`src/rtl/inst_loader.sv`:
```
`timescale 1ns/1ps
// Loads instruction memory from a byte stream: 4-byte LE word count, then LE words, one write per word.
// Optional trailing XOR checksum byte when INST_LOADER_CHECKSUM_EN is defined.
module inst_loader #(
    parameter int XLEN      = 32,
    parameter int ILEN      = 32,
    parameter int BASE_ADDR = 0,
    parameter int MEM_BYTES = 1024
) (
    input  logic            clock,
    input  logic            reset,
    input  logic            start,
    input  logic [7:0]      rx_data,
    input  logic            rx_valid,
    output logic            rx_ready,
    output logic [XLEN-1:0] mem_addr,
    output logic [ILEN-1:0] mem_wdata,
    output logic            mem_write_en,
    output logic            busy,
    output logic            done,
    output logic            error
);

    localparam logic [2:0] S_IDLE  = 3'd0;
    localparam logic [2:0] S_LEN   = 3'd1;
    localparam logic [2:0] S_DATA  = 3'd2;
    localparam logic [2:0] S_WRITE = 3'd3;
    localparam logic [2:0] S_DONE  = 3'd5;
`ifdef INST_LOADER_CHECKSUM_EN
    localparam logic [2:0] S_CSUM  = 3'd4;
    localparam logic [2:0] S_FIN   = S_CSUM;
`else
    localparam logic [2:0] S_FIN   = S_DONE;
`endif

    localparam logic [31:0]     MAX_WORDS = 32'(MEM_BYTES / 4);
    localparam logic [XLEN-1:0] BASE      = XLEN'(BASE_ADDR);

    logic [2:0]      state_q, state_d;
    logic [1:0]      byte_cnt_q, byte_cnt_d;
    logic [31:0]     len_q, len_d;
    logic [31:0]     word_cnt_q, word_cnt_d;
    logic [XLEN-1:0] addr_q, addr_d;
    logic [ILEN-1:0] wdata_q, wdata_d;
    logic            error_q, error_d;
    logic [7:0]      csum_q, csum_d;
    logic [31:0]     len_nxt;
    logic            hs;

    assign rx_ready     = (state_q == S_LEN) || (state_q == S_DATA)
`ifdef INST_LOADER_CHECKSUM_EN
                          || (state_q == S_CSUM)
`endif
                          ;
    assign hs           = rx_valid && rx_ready;
    assign busy         = (state_q != S_IDLE) && (state_q != S_DONE);
    assign done         = (state_q == S_DONE);
    assign error        = error_q;
    assign mem_write_en = (state_q == S_WRITE);
    assign mem_addr     = addr_q;
    assign mem_wdata    = wdata_q;
    assign len_nxt      = {rx_data, len_q[31:8]};

    always_comb begin
        state_d    = state_q;
        byte_cnt_d = byte_cnt_q;
        len_d      = len_q;
        word_cnt_d = word_cnt_q;
        addr_d     = addr_q;
        wdata_d    = wdata_q;
        error_d    = error_q;
        csum_d     = csum_q;
        case (state_q)
            S_IDLE, S_DONE: begin
                if (start) begin
                    state_d    = S_LEN;
                    error_d    = 1'b0;
                    byte_cnt_d = 2'd0;
                    word_cnt_d = 32'd0;
                    addr_d     = BASE;
                    csum_d     = 8'h00;
                end
            end
            S_LEN: begin
                if (hs) begin
                    len_d      = len_nxt;
                    byte_cnt_d = byte_cnt_q + 2'd1;
                    if (byte_cnt_q == 2'd3) begin
                        if (len_nxt == 32'd0) begin
                            state_d = S_FIN;
                        end else if (len_nxt > MAX_WORDS) begin
                            // Oversized loads never touch memory and skip the checksum.
                            error_d = 1'b1;
                            state_d = S_DONE;
                        end else begin
                            state_d = S_DATA;
                        end
                    end
                end
            end
            S_DATA: begin
                if (hs) begin
                    wdata_d    = {rx_data, wdata_q[ILEN-1:8]};
                    csum_d     = csum_q ^ rx_data;
                    byte_cnt_d = byte_cnt_q + 2'd1;
                    if (byte_cnt_q == 2'd3) begin
                        state_d = S_WRITE;
                    end
                end
            end
            S_WRITE: begin
                addr_d     = addr_q + XLEN'(4);
                word_cnt_d = word_cnt_q + 32'd1;
                state_d    = (word_cnt_q + 32'd1 == len_q) ? S_FIN : S_DATA;
            end
`ifdef INST_LOADER_CHECKSUM_EN
            S_CSUM: begin
                if (hs) begin
                    if (rx_data != csum_q) begin
                        error_d = 1'b1;
                    end
                    state_d = S_DONE;
                end
            end
`endif
            default: state_d = S_IDLE;
        endcase
    end

    always_ff @(posedge clock) begin
        if (reset) begin
            state_q    <= S_IDLE;
            byte_cnt_q <= 2'd0;
            len_q      <= 32'd0;
            word_cnt_q <= 32'd0;
            addr_q     <= BASE;
            wdata_q    <= '0;
            error_q    <= 1'b0;
            csum_q     <= 8'h00;
        end else begin
            state_q    <= state_d;
            byte_cnt_q <= byte_cnt_d;
            len_q      <= len_d;
            word_cnt_q <= word_cnt_d;
            addr_q     <= addr_d;
            wdata_q    <= wdata_d;
            error_q    <= error_d;
            csum_q     <= csum_d;
        end
    end

endmodule

```
`config.mk`:
```
export PLATFORM = sky130hd
export DESIGN_NAME = inst_loader
export DESIGN_NICKNAME = d
export VERILOG_FILES = /design/src/rtl/inst_loader.sv
export SDC_FILE = /design/constraint.sdc
export NUM_CORES = 1
export LEC_CHECK = 0
export BUFFER_PORTS_ARGS = -buffer_cell sky130_fd_sc_hd__buf_2
export CAP_MARGIN = 20
export CORE_UTILIZATION = 50
export CTS_CLUSTER_DIAMETER = 40
export DETAILED_ROUTE_END_ITERATION = 10
export GPL_ROUTABILITY_DRIVEN = 0
export PLACE_DENSITY = 0.7
export REMOVE_ABC_BUFFERS = 1
export SYNTH_ARGS = -nofsm -noshare
export SYNTH_HDL_FRONTEND = slang
export SYNTH_SLANG_ARGS = --single-unit
```
`constraint.sdc`:
```
create_clock -name clock -period 4.9 [get_ports clock]
set_input_delay 0.245 -clock clock [delete_from_list [all_inputs] [get_ports clock]]
set_output_delay 0.245 -clock clock [all_outputs]
set_load 0.005 [all_outputs]
```
==> flow_metrics.env, run 1 <==
export IMPL_route_detailed_wl_per_inst_um=15.5
export IMPL_crit_type="flip-flop to flip-flop"
export IMPL_internal_power_mw=1.97
export IMPL_ant_nets=0
export IMPL_totalNegativeSetupSlack_ps=0
export IMPL_detail_route_vias_per_cell=5.73
export IMPL_layout_drive_gt1_share=0.152
export IMPL_post_route_min_period_ps=3030
export IMPL_holdCritPathClass="primary input to flip-flop"
export IMPL_synth_area_leader_cell="sky130_fd_sc_hd__dfxtp_1"
export IMPL_placedInstanceArea_mm2=0.00734
export IMPL_critPathRequiredTime_ps=5200
export IMPL_final_nets=984
export IMPL_starting_density_of_the_core=0.517
export IMPL_maximum_number_of_pins_on_one_net_before_global_route_repair=79
export IMPL_rsz_0062_raised_after_global_routing="no"
export IMPL_standby_leakage_power_nw=2.97
export IMPL_gr_usage_all_layers=0.262
export IMPL_clk_latency_ps=440
export IMPL_post_synth_num_cell_types=65
export IMPL_yosysWarningCount=0
export IMPL_async_reset_ff_frac=0
export IMPL_dp_hpwl_um=12200
export IMPL_synth_area_top_cells="sky130_fd_sc_hd__dfxtp_1, sky130_fd_sc_hd__nand2_1, sky130_fd_sc_hd__a21oi_1"
export IMPL_synth_ff_type="sky130_fd_sc_hd__dfxtp_1"
export IMPL_use_met3=0.0594
export IMPL_floorplan_die_width_um=119
export IMPL_ff_latch_count_synth=132
export IMPL_p_clk_frac=0.472
export IMPL_yosys_area_top_type_share=0.383
export IMPL_setup_viol_count_final=0
export IMPL_floorplan_core_area_mm2=0.0133
export IMPL_timing_final_max_slew_violations=0
export IMPL_number_of_drc_markers_in_iteration_0=544
export IMPL_share_of_total_power_in_sequential_cells=0.407
export IMPL_dr_total_vias=6638
export IMPL_max_slew_margin=0.449
export IMPL_hold_violations=0
export IMPL_drt_pass1_iterations=5
export IMPL_power_dens_cells_mw_per_mm2=350
export IMPL_met2_usage=0.400
export IMPL_cts_num_sinks=132
export IMPL_combPwrFrac=0.122
export IMPL_postCtsResizedCells=0
export IMPL_grt_pass1_wl_um=29600
export IMPL_groute_layer_met1_usage=0.353
export IMPL_clock_tree_buffer_depth=2
export IMPL_worst_slew_pin_transition_ps=826
export IMPL_final_cells=1158
export IMPL_area_growth_synth_to_final_pct=15.2
export IMPL_yosysSeqAreaShare=0.383
export IMPL_fin_skew_ps=16.5
export IMPL_whs_ps=65.0
export IMPL_die_h_um=119
export IMPL_avgSynthCellArea_um2=7.48
export IMPL_worst_ep_arrival_time_ps=3320
export IMPL_post_cts_buffers=0
export IMPL_drc=0
export IMPL_number_of_antenna_violations_at_the_first_check_in_global_routing=0
export IMPL_cts_hold_buf=0
export IMPL_grt_ovfl_total=0
export IMPL_grt_max_usage_layer="met2"
export IMPL_syn_area_mm2=0.00690
export IMPL_antenna_cells=0
export IMPL_status="completed"
export IMPL_placed_cells=1126
export IMPL_synthCells=923
export IMPL_cts_reportedPaths_clkPinSlew_ps=70
export IMPL_clock_fmax_mhz=330
export IMPL_final_cycle_utilization_of_the_critical_path=0.618
export IMPL_power_ir_vdd_worst_mv=0.243
export IMPL_cts_max_level=4
export IMPL_root_buffer="sky130_fd_sc_hd__clkbuf_16"
export IMPL_critical_path_peak_fanout=7
export IMPL_pin_count=81
export IMPL_numCtsBuffers=17
export IMPL_cts_tree="yes"
export IMPL_vias_in_the_first_global_route=5939
export IMPL_fin_area_mm2=0.00795
export IMPL_row_count=42
export IMPL_power_switching_mw=0.809
export IMPL_buffer_ports_inserted=78
export IMPL_wl_um=17900
export IMPL_fillers=1304
export IMPL_die_area_mm2=0.0143
export IMPL_setup_worst_path_end_class="flip-flop"
export IMPL_timing_critical_path_from_type="flip-flop"
export IMPL_maxCapViolations=0
export IMPL_synth_edf_count=0
export IMPL_power_switching_fraction=0.291
## path summary, 6_finish.rpt
path                                                 start                         end  slack (ps)  cells after the start
worst max-delay path            word_cnt_q[0]$_SDFFE_PP0P_     state_q[1]$_SDFFE_PP0P_        1870                      9
worst min-delay path                            rx_data[6]  mem_wdata[30]$_SDFFE_PP0P_          60                      3
worst max register to register  word_cnt_q[0]$_SDFFE_PP0P_     state_q[1]$_SDFFE_PP0P_        1870                      9
worst min register to register   mem_wdata[4]$_SDFFE_PP0P_   mem_wdata[4]$_SDFFE_PP0P_         460                      2
## worst max-delay path, stage by stage (launching register included)
cell                      delay, ps
sky130_fd_sc_hd__dfxtp_1        480
sky130_fd_sc_hd__ha_1           300
sky130_fd_sc_hd__nand3_1        280
sky130_fd_sc_hd__nor4_1         590
sky130_fd_sc_hd__mux2_2         400
sky130_fd_sc_hd__mux2i_1        180
sky130_fd_sc_hd__nand4_1        120
sky130_fd_sc_hd__nor3_1         200
sky130_fd_sc_hd__and4_1         260
sky130_fd_sc_hd__a31oi_1         90
## placed cells by master, fill, tap and decap left out, types with 3 or more instances in the layout
cell                        synthesis  layout
sky130_fd_sc_hd__or2_2              6       6
sky130_fd_sc_hd__a21oi_1          128     128
sky130_fd_sc_hd__a31oi_1            4       4
sky130_fd_sc_hd__or3_1              9       9
sky130_fd_sc_hd__nor3_1            17      17
sky130_fd_sc_hd__and4_1             6       6
sky130_fd_sc_hd__nand4b_1           3       3
sky130_fd_sc_hd__o2111ai_1          3       3
sky130_fd_sc_hd__nand3b_1           6       6
sky130_fd_sc_hd__nand2_1          200     200
sky130_fd_sc_hd__ha_1               3       3
sky130_fd_sc_hd__or4_1              5       5
sky130_fd_sc_hd__buf_4              2      10
sky130_fd_sc_hd__o21ai_0           28      28
sky130_fd_sc_hd__xnor2_1           36      36
sky130_fd_sc_hd__o211ai_1           4       4
sky130_fd_sc_hd__and3_1            17      17
sky130_fd_sc_hd__inv_6              0       7
sky130_fd_sc_hd__a311oi_1           5       5
sky130_fd_sc_hd__clkbuf_16          0      17
sky130_fd_sc_hd__a211oi_1           6       6
sky130_fd_sc_hd__xor2_1            14      14
sky130_fd_sc_hd__and2_1             4       4
sky130_fd_sc_hd__buf_2              8      77
sky130_fd_sc_hd__nand2b_1           8       8
sky130_fd_sc_hd__nand4_1           19      19
sky130_fd_sc_hd__inv_8              0       4
sky130_fd_sc_hd__nor2_1            75      73
sky130_fd_sc_hd__dfxtp_1          132     132
sky130_fd_sc_hd__nor2b_1            5       5
sky130_fd_sc_hd__mux2_2             8       8
sky130_fd_sc_hd__o21a_1             4       4
sky130_fd_sc_hd__nand3_1           40      40
sky130_fd_sc_hd__nor4_1            22      22
sky130_fd_sc_hd__inv_1              8       8
## registers in the layout (all words and copies together), names as in the netlist
register	flops
mem_wdata	32
state_q	3
byte_cnt_q	2
error	1
len_q	32
word_cnt_q	32
mem_addr	30
## stage by stage
step,utilization,total power [mW],setup slack (ps)
final,0.596,2.78,1870
after global routing,0.596,2.90,1690
after CTS,0.596,2.80,1940
after detailed placement,0.550,1.49,1950
after global placement,0.550,1.49,2010
after floorplan,-,1.35,1460
## logic make-up after synthesis
logic type	share of synthesized area
simple gates	0.322
compound gates	0.164
flops	0.383
buf+inv	0.0401
xor+xnor	0.0691
mux	0.0160
fa+ha+maj	0.00544
other cells	0.000543
## cells in the mapped netlist (3+ instances only)
library cell and instances:
sky130_fd_sc_hd__nand2_1 200, sky130_fd_sc_hd__inv_1 8, sky130_fd_sc_hd__dfxtp_1 132, sky130_fd_sc_hd__nand3b_1 6, sky130_fd_sc_hd__nand3_1 40, sky130_fd_sc_hd__nor4_1 22, sky130_fd_sc_hd__nor2b_1 5, sky130_fd_sc_hd__and4_1 6
sky130_fd_sc_hd__or3_1 9, sky130_fd_sc_hd__clkbuf_1 50, sky130_fd_sc_hd__buf_2 8, sky130_fd_sc_hd__and3_1 17, sky130_fd_sc_hd__or4_1 5, sky130_fd_sc_hd__o21ai_0 28, sky130_fd_sc_hd__xnor2_1 36, sky130_fd_sc_hd__nand2b_1 8
sky130_fd_sc_hd__a311oi_1 5, sky130_fd_sc_hd__ha_1 3, sky130_fd_sc_hd__nor2_1 75, sky130_fd_sc_hd__mux2_2 8, sky130_fd_sc_hd__o21a_1 4, sky130_fd_sc_hd__or2_2 6, sky130_fd_sc_hd__nor3_1 17, sky130_fd_sc_hd__o2111ai_1 3
sky130_fd_sc_hd__nand4b_1 3, sky130_fd_sc_hd__o211ai_1 4, sky130_fd_sc_hd__and2_1 4, sky130_fd_sc_hd__a31oi_1 4, sky130_fd_sc_hd__a211oi_1 6, sky130_fd_sc_hd__xor2_1 14, sky130_fd_sc_hd__a21oi_1 128, sky130_fd_sc_hd__nand4_1 19
## routing by layer
layer / vias to the layer above / share of wire
li1: 3323 / -
met1: 3075 / 0.47
met2: 207 / 0.44
met3: 33 / 0.064
met4: 0 / 0.022
met5: - / 0
## cell type report
type | count | area (µm²) | share of cell area
Sequential cell | 132 | 2640 | 0.332
Inverter | 8 | 30.0 | 0.00378
Clock inverter | 15 | 180 | 0.0227
Clock buffer | 17 | 425 | 0.0535
Tap cell | 176 | 220 | 0.0277
Timing Repair Buffer | 87 | 460 | 0.0579
Multi-Input combinational cell | 723 | 3990 | 0.502
## power groups by stage
stage	registers, mW	clock network, mW	logic, mW
6_report	1.13	1.31	0.338
5_1_grt	1.14	1.39	0.375
4_1_cts	1.13	1.33	0.336
3_5_place_dp	1.15	0	0.333
3_3_place_gp	1.16	0	0.336
2_1_floorplan	1.14	0	0.206
(Power assumes the default switching activity.)
==> inputs of run 2 (changes only) <==
- ABC_AREA: not set -> 1
- PLACE_DENSITY: 0.7 -> 0.73
- clock period: 4.9 -> 2.5 ns (I/O delays scaled with it)
==> run 2 against run 1 <==
Compared with the run above: largest power group unchanged; flip-flop and latch count did not move; critical path type is now flip-flop to primary output; global-route usage rose by 3.3 points; final cell count rose by 23%; worst setup slack got worse by 1700 ps; register-to-register slack got worse by 1600 ps; sequential power rose by 110%.
==> flow_metrics.env, run 2 <==
export IMPL_holdCritPathClass="primary input to flip-flop"
export IMPL_clock_tree_buffer_depth=2
export IMPL_wl_um=20900
export IMPL_dr_total_vias=7728
export IMPL_setup_worst_path_end_class="primary output"
export IMPL_grt_ovfl_total=0
export IMPL_worst_slew_pin_transition_ps=681
export IMPL_synth_area_top_cells="sky130_fd_sc_hd__dfxtp_1, sky130_fd_sc_hd__nand2_1, sky130_fd_sc_hd__nand3_1"
export IMPL_syn_area_mm2=0.00726
export IMPL_postLayoutSetupSlackWorst_ps=190
export IMPL_fillers=1349
export IMPL_die_h_um=122
export IMPL_detail_route_vias_per_cell=5.42
export IMPL_crit_type="flip-flop to primary output"
export IMPL_clock_fmax_mhz=433
export IMPL_synth_ff_type="sky130_fd_sc_hd__dfxtp_1"
export IMPL_min_delay_path_depth=3
export IMPL_critPathRequiredTime_ps=2380
export IMPL_numCtsBuffers=17
export IMPL_post_synth_num_cell_types=40
export IMPL_max_slew_margin=0.544
export IMPL_cts_max_level=4
export IMPL_power_dens_cells_mw_per_mm2=708
export IMPL_maxCapViolations=0
export IMPL_antenna_cells=0
export IMPL_timing_critical_path_from_type="flip-flop"
export IMPL_vias_in_the_first_global_route=6957
export IMPL_starting_density_of_the_core=0.517
export IMPL_status="completed"
export IMPL_final_nets=1247
export IMPL_area_growth_synth_to_final_pct=17.3
export IMPL_buffer_ports_inserted=78
export IMPL_drc=0
export IMPL_layout_commonest_cell="sky130_fd_sc_hd__nand2_1"
export IMPL_final_cycle_utilization_of_the_critical_path=0.924
export IMPL_mostFrequentLayoutCells="sky130_fd_sc_hd__nand2_1, sky130_fd_sc_hd__nand3_1, sky130_fd_sc_hd__dfxtp_1, sky130_fd_sc_hd__a21oi_1, sky130_fd_sc_hd__inv_1"
export IMPL_pin_count=81
export IMPL_floorplan_core_area_mm2=0.0140
export IMPL_number_of_drc_markers_in_iteration_0=687
export IMPL_placed_cells=1388
export IMPL_drt_pass1_iterations=5
export IMPL_reg2reg_depth=14
export IMPL_synth_area_leader_cell="sky130_fd_sc_hd__dfxtp_1"
export IMPL_number_of_antenna_violations_at_the_first_check_in_global_routing=0
export IMPL_timing_final_max_slew_violations=0
export IMPL_async_reset_ff_frac=0
export IMPL_setup_viol_count_final=0
export IMPL_avgSynthCellArea_um2=6.29
export IMPL_yosys_cell_count_top_type="sky130_fd_sc_hd__nand2_1"
export IMPL_grt_pass1_wl_um=34400
export IMPL_die_area_mm2=0.0150
export IMPL_critical_path_peak_fanout=22
export IMPL_place_worst_setup_slack_ps=193
export IMPL_floorplan_die_width_um=122
export IMPL_cts_num_sinks=132
export IMPL_synthCells=1154
export IMPL_worst_ep_arrival_time_ps=2190
export IMPL_fin_skew_ps=6.96
export IMPL_ff_latch_count_synth=132
export IMPL_synthTopCellsByCount="sky130_fd_sc_hd__nand2_1, sky130_fd_sc_hd__nand3_1, sky130_fd_sc_hd__dfxtp_1"
export IMPL_clk_latency_ps=420
export IMPL_layout_drive_gt1_share=0.134
export IMPL_post_cts_buffers=0
export IMPL_rsz_0062_raised_after_global_routing="no"
export IMPL_dp_hpwl_um=15000
export IMPL_yosysWarningCount=0
export IMPL_root_buffer="sky130_fd_sc_hd__clkbuf_16"
export IMPL_route_detailed_wl_per_inst_um=14.7
export IMPL_final_cells=1425
export IMPL_gr_usage_all_layers=0.295
export IMPL_power_ir_vdd_worst_mv=0.494
export IMPL_post_route_min_period_ps=2310
export IMPL_cts_reportedPaths_clkPinSlew_ps=60
export IMPL_ant_nets=0
export IMPL_yosys_area_top_type_share=0.364
export IMPL_standby_leakage_power_nw=3.54
export IMPL_cts_tree="yes"
export IMPL_hold_violations=0
export IMPL_yosysSeqAreaShare=0.364
export IMPL_maximum_number_of_pins_on_one_net_before_global_route_repair=47
export IMPL_synth_edf_count=0
export IMPL_row_count=43
==> run 2: layout make-up <==
| class | instances | area (µm²) | area share |
|---|---|---|---|
| Clock inverter | 14 | 144 | 0.0169 |
| Multi-Input combinational cell | 865 | 4040 | 0.475 |
| Clock buffer | 18 | 439 | 0.0516 |
| Tap cell | 180 | 225 | 0.0265 |
| Sequential cell | 132 | 2650 | 0.311 |
| Timing Repair Buffer | 99 | 573 | 0.0673 |
| Inverter | 117 | 439 | 0.0516 |
==> run 2: worst paths after layout <==
check	slack [ps]	start	end
worst min register to register	460	mem_wdata[3]$_SDFFE_PP0P_	mem_wdata[3]$_SDFFE_PP0P_
worst min-delay path	10	rx_data[1]	mem_wdata[25]$_SDFFE_PP0P_
worst max register to register	230	word_cnt_q[1]$_SDFFE_PP0P_	state_q[2]$_SDFFE_PP0P_
worst max-delay path	190	state_q[1]$_SDFFE_PP0P_	mem_write_en
==> run 2: stage by stage <==
| stage | utilization | hold WS, ps | instance area, µm² | total power [mW] | TNS [ps] |
|---|---|---|---|---|---|
| 3_3_place_gp | 0.560 | 428 | 7860 | 3.56 | 0 |
| 2_1_floorplan | - | 194 | 7100 | 3.13 | -163860 |
| 5_1_grt | 0.606 | 28.7 | 8510 | 6.32 | 0 |
| 3_5_place_dp | 0.560 | 426 | 7860 | 3.56 | 0 |
| 4_1_cts | 0.605 | 4.74 | 8500 | 6.04 | 0 |
| 6_report | 0.606 | 12.8 | 8510 | 6.02 | 0 |
==> run 2: layer usage <==
metal	up-vias	GRT usage	routed length (µm)
met5	-	0	0
met4	0	0.0968	374
met3	25	0.0660	1500
met2	248	0.453	9290
met1	3521	0.407	9770
li1	3934	-	-
==> run 2: kinds of logic (layout without fill, tap and decap cells) <==
| group | after synthesis | count (layout) | share of synthesized area |
|---|---|---|---|
| simple gates | 668 | 668 | 0.407 |
| compound gates | 190 | 190 | 0.138 |
| buf+inv | 158 | 248 | 0.0831 |
| flops | 132 | 132 | 0.364 |
| fa+ha+maj | 3 | 3 | 0.00517 |
| xor+xnor | 2 | 2 | 0.00241 |
| other cells | 1 | 2 | 0.000517 |
==> run 2: power by group <==
group          internal, mW  total [mW]  switching, mW
combinational         0.367        1.19          0.819
clock                  1.43        2.47           1.05
sequential             2.24        2.36          0.121
==> run 2: timing repair <==
action                     4_1_cts  5_1_grt
hold buffers                     5        0
hold endpoints to repair         5        0
setup endpoints to repair        0        4
resized for setup                0        6
==> run 2: critical path, cell delays in order, from the launching register on <==
cell and delay (ps):
sky130_fd_sc_hd__dfxtp_1 360, sky130_fd_sc_hd__inv_1 90, sky130_fd_sc_hd__nor3_2 480, sky130_fd_sc_hd__buf_4 320, sky130_fd_sc_hd__buf_4 330, sky130_fd_sc_hd__buf_2 170
==> inputs of run 3 (changes only) <==
- CORE_MARGIN: not set -> 1.5
==> run 3 against run 2 <==
Compared with the run above: die area grew 1.6%; flip-flop and latch count is the same; clock power shrank 2%; total power shrank 0.39%; via count shrank 0.72%; fmax shrank 0.66%; first-iteration DRC count shrank 13%; largest cell class unchanged; count of clock-buffer cells in the layout shrank 1; design area grew 0.24%.
==> flow_metrics.env, run 3 (synthesis results as in run 2) <==
export IMPL_status="completed"
export IMPL_vias_in_the_first_global_route=6778
export IMPL_worst_setup_path_startpoint="word_cnt_q[1]$_SDFFE_PP0P_"
export IMPL_layout_commonest_cell="sky130_fd_sc_hd__nand2_1"
export IMPL_area_growth_synth_to_final_pct=17.5
export IMPL_drc=0
export IMPL_worst_ep_arrival_time_ps=2680
export IMPL_cts_reportedPaths_clkPinSlew_ps=60
export IMPL_crit_end="state_q[0]$_SDFFE_PP0P_"
export IMPL_setup_viol_count_final=0
export IMPL_clock_fmax_mhz=430
export IMPL_finalCoreUtilization=0.607
export IMPL_ant_nets=0
export IMPL_final_cells=1425
export IMPL_maxCapViolations=0
export IMPL_die_h_um=123
export IMPL_row_count=43
export IMPL_critPathRequiredTime_ps=2850
export IMPL_dr_total_vias=7672
export IMPL_place_worst_setup_slack_ps=171
export IMPL_starting_density_of_the_core=0.517
export IMPL_fin_skew_ps=11.4
export IMPL_setup_worst_path_end_class="flip-flop"
export IMPL_final_nets=1247
export IMPL_final_cycle_utilization_of_the_critical_path=0.930
export IMPL_number_of_antenna_violations_at_the_first_check_in_global_routing=0
export IMPL_reg2reg_depth=17
export IMPL_maximum_number_of_pins_on_one_net_before_global_route_repair=80
export IMPL_mostFrequentLayoutCells="sky130_fd_sc_hd__nand2_1, sky130_fd_sc_hd__nand3_1, sky130_fd_sc_hd__dfxtp_1, sky130_fd_sc_hd__a21oi_1, sky130_fd_sc_hd__inv_1"
export IMPL_standby_leakage_power_nw=3.55
export IMPL_timing_critical_path_from_type="flip-flop"
export IMPL_dp_hpwl_um=14600
export IMPL_holdCritPathClass="primary input to flip-flop"
export IMPL_rsz_0062_raised_after_global_routing="yes"
export IMPL_wl_met1_um=9540
export IMPL_critical_path_peak_fanout=6
export IMPL_max_slew_margin=0.317
export IMPL_postLayoutSetupSlackWorst_ps=174
export IMPL_highest_signal_layer="met4"
export IMPL_crit_type="flip-flop to flip-flop"
export IMPL_floorplan_core_area_mm2=0.0140
export IMPL_worst_slew_pin_transition_ps=1020
export IMPL_power_dens_cells_mw_per_mm2=703
export IMPL_number_of_drc_markers_in_iteration_0=601
export IMPL_grt_pass1_wl_um=33200
export IMPL_whs_ps=178
export IMPL_hold_start="start"
export IMPL_power_ir_vdd_worst_mv=0.532
export IMPL_worst_r2r_setup_slack_ps=170
export IMPL_totalNegativeSetupSlack_ps=0
export IMPL_detailroute_wirelength_met2_um=9060
export IMPL_wl_um=20700
export IMPL_post_route_min_period_ps=2330
export IMPL_hold_violations=0
export IMPL_detail_route_vias_per_cell=5.38
export IMPL_placed_cells=1385
export IMPL_die_area_mm2=0.0152
export IMPL_clk_latency_ps=440
export IMPL_root_buffer="sky130_fd_sc_hd__clkbuf_16"
export IMPL_post_cts_buffers=0
export IMPL_cts_tree="yes"
export IMPL_regToRegEndpoint="state_q[0]$_SDFFE_PP0P_"
export IMPL_route_detailed_wl_per_inst_um=14.5
export IMPL_floorplan_die_width_um=123
export IMPL_layout_drive_gt1_share=0.133
export IMPL_cts_num_sinks=132
export IMPL_drt_pass1_iterations=6
export IMPL_antenna_cells=0
export IMPL_gr_usage_all_layers=0.281
export IMPL_wl_met3_um=1540
export IMPL_timing_final_max_slew_violations=0
export IMPL_cts_max_level=4
export IMPL_clock_tree_buffer_depth=2
export IMPL_grt_ovfl_total=0
export IMPL_buffer_ports_inserted=78
export IMPL_numCtsBuffers=17
export IMPL_reg2reg_from="word_cnt_q[1]$_SDFFE_PP0P_"
export IMPL_pin_count=81
run 3: worst max-delay path, cell delays in order (launching register included):
cell	delay, ps
sky130_fd_sc_hd__dfxtp_1	380
sky130_fd_sc_hd__ha_1	220
sky130_fd_sc_hd__nand2_2	110
sky130_fd_sc_hd__nor2_4	180
sky130_fd_sc_hd__nand2_2	110
sky130_fd_sc_hd__inv_1	120
sky130_fd_sc_hd__nand2_1	80
sky130_fd_sc_hd__nand2_1	110
sky130_fd_sc_hd__nand3_1	80
sky130_fd_sc_hd__nand2_1	80
sky130_fd_sc_hd__nand3_1	70
sky130_fd_sc_hd__nor2_1	170
sky130_fd_sc_hd__nand2_1	80
sky130_fd_sc_hd__nor2_1	90
sky130_fd_sc_hd__nand4_1	100
sky130_fd_sc_hd__nand2_1	80
sky130_fd_sc_hd__nand2_1	60
sky130_fd_sc_hd__a21oi_1	120
run 3: how the worst min path moves through the flow:
stage	endpoint	slack [ps]	cells past startpoint
after CTS	error$_SDFFE_PP0P_	170	5
after floorplan	mem_addr[3]$_SDFFE_PP0P_	190	1
final	error$_SDFFE_PP0P_	180	5
after detailed placement	mem_wdata[31]$_SDFFE_PP0P_	430	3
after global routing	mem_addr[7]$_SDFFE_PP0P_	210	4
after global placement	mem_wdata[31]$_SDFFE_PP0P_	420	3
run 3: through the flow:
step	area, µm²	total power [mW]
2_1_floorplan	7100	3.13
3_3_place_gp	7850	3.57
3_5_place_dp	7850	3.57
4_1_cts	8510	6.02
5_1_grt	8530	6.29
6_report	8530	6.00
run 3: repair_timing:
item                                   in CTS  in global routing
hold buffers                                8                  0
setup endpoints to repair                   0                  6
gates resized for setup                     0                  8
endpoints found under the hold margin      10                  0
run 3: area by class of cell:
type | count | area (µm²)
Fill cell | 1318 | 5510
Multi-Input combinational cell | 865 | 4060
Sequential cell | 132 | 2640
Timing Repair Buffer | 99 | 593
Inverter | 117 | 439
Tap cell | 180 | 225
Clock buffer | 17 | 425
Clock inverter | 15 | 148
run 3: metal layers:
layer,GRT usage,up-vias
li1,-,3932
met1,0.392,3422
met2,0.423,283
met3,0.0577,35
met4,0.114,0
met5,0,-
run 3: power by group:
part | total, mW | leakage (nW) | internal (mW) | switching (mW)
Sequential | 2.36 | 1.07 | 2.24 | 0.120
Combinational | 1.20 | 2.20 | 0.376 | 0.827
Clock | 2.43 | 0.279 | 1.39 | 1.04
Total | 6.00 | 3.55 | 4.01 | 1.99
